$ cat config.mk
export PLATFORM = sky130hd
export DESIGN_NAME = id_ex_stage_register
export DESIGN_NICKNAME = d
export VERILOG_FILES = /design/src/rtl/pipeline_pkg.sv /design/src/rtl/load_use_detector.sv /design/src/rtl/id_ex_stage_register.sv
export SDC_FILE = /design/constraint.sdc
export NUM_CORES = 1
export LEC_CHECK = 0
export BUFFER_PORTS_ARGS = -buffer_cell sky130_fd_sc_hd__buf_2
export CORE_ASPECT_RATIO = 1.1
export CORE_MARGIN = 2
export CORE_UTILIZATION = 48
export CTS_CLUSTER_DIAMETER = 80
export DETAILED_ROUTE_END_ITERATION = 8
export GPL_TIMING_DRIVEN = 1
export MAX_ROUTING_LAYER = met4
export PLACE_DENSITY = 0.81
export SYNTH_ARGS = -nofsm -noshare
export SYNTH_HDL_FRONTEND = slang
export SYNTH_SLANG_ARGS = --single-unit
$ cat constraint.sdc
create_clock -name clk -period 2.37 [get_ports clk]
set_input_delay 0.474 -clock clk [delete_from_list [all_inputs] [get_ports clk]]
set_output_delay 0.474 -clock clk [all_outputs]
set_load 0.1 [all_outputs]
$ cat src/rtl/pipeline_pkg.sv
// Shared pipeline types and constants.
// Widths, ALU opcodes and the EX control bundle.
package pipeline_pkg;

   localparam int DATA_W = 16;
   localparam int REG_W  = 3;
   localparam int OP_W   = 4;
   localparam int CNT_W  = 16;

   localparam logic [OP_W-1:0] ALU_ADD = 4'h0;
   localparam logic [OP_W-1:0] ALU_SUB = 4'h1;
   localparam logic [OP_W-1:0] ALU_AND = 4'h2;
   localparam logic [OP_W-1:0] ALU_OR  = 4'h3;
   localparam logic [OP_W-1:0] ALU_XOR = 4'h4;
   localparam logic [OP_W-1:0] ALU_SLL = 4'h5;
   localparam logic [OP_W-1:0] ALU_SRL = 4'h6;
   localparam logic [OP_W-1:0] ALU_PASS = 4'h7;

   typedef struct packed {
      logic valid;
      logic wb;
      logic mem_read;
      logic mem_write;
   } ctrl_t;

   localparam ctrl_t CTRL_BUBBLE = '0;

endpackage

$ cat src/rtl/load_use_detector.sv
// Flags a decoded instruction that reads the
// destination of a load still sitting in EX.
module load_use_detector #(
   parameter int REG_W = 3
) (
   input  logic             ex_valid,
   input  logic             ex_mem_read,
   input  logic             ex_wb,
   input  logic [REG_W-1:0] ex_dst,
   input  logic             id_valid,
   input  logic             id_uses_src,
   input  logic [REG_W-1:0] id_src,
   input  logic             id_uses_dst,
   input  logic [REG_W-1:0] id_dst,
   output logic             hazard
);

   logic ex_load;
   logic reads_dst;

   always_comb begin
      ex_load   = ex_valid & ex_mem_read & ex_wb;
      reads_dst = (id_uses_src & (id_src == ex_dst))
                | (id_uses_dst & (id_dst == ex_dst));
      hazard    = ex_load & id_valid & reads_dst;
   end

endmodule

$ cat src/rtl/id_ex_stage_register.sv
// ID->EX pipeline register with load-use bubble
// insertion, memory-stall hold and branch flush.
module id_ex_stage_register #(
   parameter int DATA_W = pipeline_pkg::DATA_W,
   parameter int REG_W  = pipeline_pkg::REG_W,
   parameter int OP_W   = pipeline_pkg::OP_W,
   parameter int CNT_W  = pipeline_pkg::CNT_W
) (
   input  logic              clk,
   input  logic              rst,
   input  logic              id_valid,
   input  logic [REG_W-1:0]  id_src,
   input  logic [REG_W-1:0]  id_dst,
   input  logic              id_uses_src,
   input  logic              id_uses_dst,
   input  logic              id_wb,
   input  logic              id_mem_read,
   input  logic              id_mem_write,
   input  logic [OP_W-1:0]   id_alu_op,
   input  logic [DATA_W-1:0] id_op1,
   input  logic [DATA_W-1:0] id_op2,
   input  logic              mem_busy,
   input  logic              flush,
   output logic              ex_valid,
   output logic              ex_wb,
   output logic              ex_mem_read,
   output logic              ex_mem_write,
   output logic [REG_W-1:0]  ex_src,
   output logic [REG_W-1:0]  ex_dst,
   output logic [OP_W-1:0]   ex_alu_op,
   output logic [DATA_W-1:0] ex_op1,
   output logic [DATA_W-1:0] ex_op2,
   output logic              stall_if_id,
   output logic [CNT_W-1:0]  stall_count
);
   import pipeline_pkg::*;

   ctrl_t             ctrl_q, ctrl_d;
   logic [REG_W-1:0]  src_q, src_d;
   logic [REG_W-1:0]  dst_q, dst_d;
   logic [OP_W-1:0]   op_q, op_d;
   logic [DATA_W-1:0] op1_q, op1_d;
   logic [DATA_W-1:0] op2_q, op2_d;
   logic [CNT_W-1:0]  cnt_q, cnt_d;
   logic              hazard;

   load_use_detector #(.REG_W(REG_W)) u_lud (
      .ex_valid    (ctrl_q.valid),
      .ex_mem_read (ctrl_q.mem_read),
      .ex_wb       (ctrl_q.wb),
      .ex_dst      (dst_q),
      .id_valid    (id_valid),
      .id_uses_src (id_uses_src),
      .id_src      (id_src),
      .id_uses_dst (id_uses_dst),
      .id_dst      (id_dst),
      .hazard      (hazard)
   );

   always_comb begin
      ctrl_d = ctrl_q;
      src_d  = src_q;
      dst_d  = dst_q;
      op_d   = op_q;
      op1_d  = op1_q;
      op2_d  = op2_q;
      cnt_d  = cnt_q;
      if (flush || (!mem_busy && hazard)) begin
         ctrl_d = CTRL_BUBBLE;
         src_d  = '0;
         dst_d  = '0;
         op_d   = '0;
         op1_d  = '0;
         op2_d  = '0;
         // a squashed hazard is not a bubble we paid for
         if (!flush && (cnt_q != '1))
            cnt_d = cnt_q + CNT_W'(1);
      end else if (!mem_busy) begin
         ctrl_d = CTRL_BUBBLE;
         if (id_valid)
            ctrl_d = '{valid: 1'b1, wb: id_wb,
                       mem_read: id_mem_read,
                       mem_write: id_mem_write};
         src_d  = id_src;
         dst_d  = id_dst;
         op_d   = id_alu_op;
         op1_d  = id_op1;
         op2_d  = id_op2;
      end
   end

   always_ff @(posedge clk or posedge rst) begin
      if (rst) begin
         ctrl_q <= CTRL_BUBBLE;
         src_q  <= '0;
         dst_q  <= '0;
         op_q   <= '0;
         op1_q  <= '0;
         op2_q  <= '0;
         cnt_q  <= '0;
      end else begin
         ctrl_q <= ctrl_d;
         src_q  <= src_d;
         dst_q  <= dst_d;
         op_q   <= op_d;
         op1_q  <= op1_d;
         op2_q  <= op2_d;
         cnt_q  <= cnt_d;
      end
   end

   always_comb begin
      stall_if_id  = (hazard | mem_busy) & ~flush;
      ex_valid     = ctrl_q.valid;
      ex_wb        = ctrl_q.wb;
      ex_mem_read  = ctrl_q.mem_read;
      ex_mem_write = ctrl_q.mem_write;
      ex_src       = src_q;
      ex_dst       = dst_q;
      ex_alu_op    = op_q;
      ex_op1       = op1_q;
      ex_op2       = op2_q;
      stall_count  = cnt_q;
   end

endmodule

==> results.md <==
- Once the floorplan was initialized, standard cells occupied roughly 50% of the core.
- The number of nets still failing antenna checks after routing is 0.
- Once the clock tree was built, the resizer swapped 0 gates to a different size.
- The mapped netlist covers about 2800 µm².
- Setup repair after global routing left no endpoint under its margin.
- The setup check on the worst reg-to-reg path leaves a slack of 0.50 ns.
- The clock tree skew after final layout is about 0.0075 ns.
- When the netlist entered floorplanning its net count stood at around 330.
- The via count of the first global-routing pass is ~2,500.
- The core region is about 5700 µm².
- The mux cell area share after synthesis is 0.537%.
- The worst setup path is of the reg -> out kind.
- The worst setup path is captured at an output pin.
- For this run, the number of Yosys warnings is 0.
- During I/O placement, the number of pins put on the boundary was ~120.
- At the worst endpoint, the required time is between 1.5 and 2 ns.
- The flow ran to the end, and the final reports show no timing, DRC or antenna violations.
- The worst IR drop on VDD is between 0.4 and 0.5 mV.
- The internal portion of the total power is approximately 1.8 mW.
- In the final design database the tool counted about 440 nets.
- The average vias per placed instance is 5.42.
- During placement, the flow inserted port buffers numbering 114.
- For this run, the share of the core covered by cells in the final layout is around two thirds.
- The number of storage elements in the synthesis netlist is 62.
- The switching share of total power is between 30% and 40%.
- The highest-delay cell along the critical path is sky130_fd_sc_hd__dfrtp_2.
- Across the run, the number of max-cap violations was 0.
- The switching power is 0.856 mW.
- The class of the worst hold path is in -> async.
- In this run the static leakage power is between 1.5 and 2 nW.
- STA classifies the critical path startpoint as a flip-flop.
- The critical path data arrival time is 1.71 ns.
- The total number of H-tree levels is 3.
- The final number of max-transition violations is 0.
- The longest individual stage delay on the worst path is 0.45 ns.
- In the post-synthesis netlist, the biggest area contributors are sky130_fd_sc_hd__dfrtp_1 55%, sky130_fd_sc_hd__nand3_1 8.8%, sky130_fd_sc_hd__a21oi_1 7.9%.
- The number of setup buffers added after CTS is 0.
- The sequential cell area fraction in the yosys report is between 50% and 60%.
- The DRC violations left is 0.
- Based on the critical path, the design can be clocked at up to 0.458 GHz.
- The largest family of logic cells by synthesized area is simple AND/OR/NAND/NOR gates.
- The layout-stage area growth over the synthesis result is 31.8%.
- From left edge to right edge, the die measures around 77 µm.
- The count of endpoints failing hold in the final timing report is 0.
- The repair_antennas step left the layout with diodes totalling 0.
- After Yosys synthesis, XOR and XNOR cells account for around 6.6% of the synthesized area.
- The number of antenna violations at the first check in global routing is 0.
- Summed over all instances, the cell type with the most area after synthesis is sky130_fd_sc_hd__dfrtp_1.
- The post-CTS clock slew at the launch and capture registers of the worst setup and hold paths is roughly 0.070 ns.
- The routability-driven placement congestion ratio is a little over 0.8.
- The worst register-to-register path has a depth of 6.
- The share of total power in the clock network is 37.2%.
- The clock sink total is slightly above 60.
- The area enclosed by the die boundary is 6460 µm².
- The TritonCTS clock tree is built.
- The filler cells instantiated in the layout total 471.
- The maximum net fanout on the critical path is 4.
- The estimated wirelength of the detail-placed design is ~4800 µm.
- The worst slew margin relative to its limit is about three fifths.
- The first global-routing pass estimated 12,100 µm of wire.
- The first-pass iteration count of the detailed router is 4.
- The count of mapped cells out of synthesis is 281.
- Of the total synthesized cell area, the portion taken by AND, OR, NAND and NOR gates is between 20% and 30%.
- In this run the deepest clock path goes through 2 buffers.
- The number of buffers inserted by hold repair at cts is 0.
- At the pin with the least slew margin, the transition time is 0.588 ns.
- Of the total synthesized cell area, the portion taken by full adders, half adders and majority gates is less than 1%.
- Global routing used 24.7% of the available tracks across all layers.
- The share of synthesized area in the top cell type comes to between 50% and 60%.
- The cell at the root of the clock tree is sky130_fd_sc_hd__clkbuf_8.
- The source-to-sink clock delay at the later pin of the worst-skew pair is between 0.3 and 0.4 ns.
- The starting DRC count in detailed routing is 150.
- Summing the areas of all compound-gate instances in the mapped netlist gives under 10% of the synthesized area.
- The routed design has 7130 µm of wire.
- The sum of negative setup slack is 0 ns.
- In this run, the combinational gates consume about 21% of the power.
- Setup violations remaining at the end of the flow were counted as 0.
- Dividing the detail-routed wire length by the instance count gives about 15 µm.
- The part of the power in registers is between 40% and 50%.
- The final worst-path cycle share is slightly above 90%.
- The average cell area after synthesis is between 9 and 10 µm².
- The height of the die is around 84 µm.
- The number of rows created at floorplan is 29.
- Entering global routing, the biggest net connects 47 pins.
- The signal on the critical path passes through xnor2_1 -> nand4_2 -> a21o_1 -> a21oi_4 -> buf_12.
- The power density of the placed cells is just over 700 nW/µm².
- The fraction of layout cells with a size suffix above 1 is roughly two fifths.
- The number of buffers added by the clock tree synthesis step is 9.
- The minimum period implied by the final worst setup slack is 2.19 ns.
- The critical register-to-register path startpoint is stall_count[0].
- The reg-to-reg critical path endpoint is stall_count[9].
- The overall via count from detail_route is ~2,600.
- The total congestion overflow after global routing is 0.
- The number of unique standard cell types used by synthesis is 27.
-- worst max-delay path by stage --
stage / startpoint / to / slack (ns) / cells after the start
after floorplan: ex_dst[1] / stall_if_id / -0.17 / 6
after global placement: id_dst[2] / stall_if_id / 0.40 / 6
after detailed placement: id_dst[2] / stall_if_id / 0.37 / 6
after CTS: ex_dst[2] / stall_if_id / 0.16 / 5
after global routing: ex_dst[2] / stall_if_id / 0.1 / 5
final: ex_dst[2] / stall_if_id / 0.18 / 5
-- cell usage after synthesis --
master / n
sky130_fd_sc_hd__dfrtp_1: 62
sky130_fd_sc_hd__nand3_1: 49
sky130_fd_sc_hd__a21oi_1: 44
sky130_fd_sc_hd__nand2_1: 43
sky130_fd_sc_hd__xnor2_1: 21
sky130_fd_sc_hd__nand4_1: 14
sky130_fd_sc_hd__clkbuf_1: 9
sky130_fd_sc_hd__and3_1: 6
sky130_fd_sc_hd__buf_1: 5
sky130_fd_sc_hd__buf_6: 5
sky130_fd_sc_hd__nor2_1: 4
sky130_fd_sc_hd__a32oi_1: 2
sky130_fd_sc_hd__buf_2: 2
sky130_fd_sc_hd__nand4_2: 2
sky130_fd_sc_hd__a21o_1: 1
sky130_fd_sc_hd__a21oi_4: 1
sky130_fd_sc_hd__a22oi_2: 1
sky130_fd_sc_hd__and2_1: 1
sky130_fd_sc_hd__clkinv_1: 1
sky130_fd_sc_hd__ha_1: 1
sky130_fd_sc_hd__inv_1: 1
sky130_fd_sc_hd__mux2_4: 1
sky130_fd_sc_hd__nand2_2: 1
sky130_fd_sc_hd__nor2b_1: 1
sky130_fd_sc_hd__nor3_2: 1
sky130_fd_sc_hd__nor4_2: 1
sky130_fd_sc_hd__nor4_4: 1
-- flip-flops by register name, indices dropped and copies added (netlist names) --
name          count
ex_op1           16
ex_op2           16
stall_count      16
ex_alu_op         4
ex_dst            3
ex_src            3
ex_mem_read       1
ex_mem_write      1
ex_valid          1
ex_wb             1
-- placed cells by master (no fill, tap or decap), drive strengths merged --
| cell type | instances |
|---|---|
| nor3 | 1 |
| a22oi | 1 |
| inv | 1 |
| bufinv | 1 |
| xnor2 | 21 |
| nand4 | 16 |
| nor2 | 4 |
| nor2b | 1 |
| nand2 | 44 |
| a21oi | 45 |
| dfrtp | 62 |
| and2 | 1 |
| a21o | 1 |
| mux2 | 1 |
| buf | 120 |
| nand3 | 49 |
| and3 | 6 |
| ha | 1 |
| a32oi | 2 |
| clkinv | 3 |
| clkbuf | 13 |
| nor4 | 2 |
-- power by group through the flow --
stage / registers, mW / clock network, mW / logic, mW
2_1_floorplan: 1.44 / 0 / 0.123
3_3_place_gp: 1.14 / 0 / 0.545
3_5_place_dp: 1.14 / 0 / 0.550
4_1_cts: 1.12 / 1.01 / 0.551
5_1_grt: 1.13 / 1.07 / 0.578
6_report: 1.12 / 0.991 / 0.547
-- per-layer routing --
layer  track usage, %  part of all wire, %  up-vias
met5                -                    0        -
met4             8.10                 0.76        0
met3             6.82                  9.4        4
met2             38.7                   50      122
met1             31.1                   40     1237
li1                 -                    -     1202
-- kinds of logic after synthesis --
kind of cell | Yosys count
AND/OR/NAND/NOR | 124
flip-flops | 62
AO/OA/AOI/OAI | 49
buffers and inverters | 23
XOR/XNOR | 21
multiplexers | 1
adder cells (fa/ha/maj) | 1
-- through the flow --
step	total power [mW]	hold WS (ns)	instances	area [µm²]	setup WS, ns
floorplan	1.56	0.613	281	2850	-0.166
finish	2.66	0.207	473	3690	0.184
CTS	2.68	0.207	473	3690	0.158
global placement	1.69	0.476	457	3470	0.396
detailed placement	1.69	0.498	457	3470	0.374
global route	2.78	0.239	473	3690	0.0951
-- worst max-delay path: cells and delay by family (launching register included) --
kind | cells | cell delay [ns]
AO/OA/AOI/OAI | 2 | 0.38
XOR/XNOR | 1 | 0.21
buffers and inverters | 1 | 0.19
flip-flops | 1 | 0.45
AND/OR/NAND/NOR | 1 | 0.16
-- cell type report --
| class | instances | area, µm² | share of cell area (%) |
|---|---|---|---|
| sequential | 62 | 1560 | 42.3 |
| multi-input combinational | 196 | 1160 | 31.5 |
| timing repair buffer | 120 | 643 | 17.4 |
| clock buffer | 13 | 179 | 4.85 |
| tap | 77 | 96.3 | 2.61 |
| clock inverter | 3 | 40.0 | 1.09 |
| inverter | 2 | 7.51 | 0.204 |
Note: power is estimated with default switching activity, not from simulation.
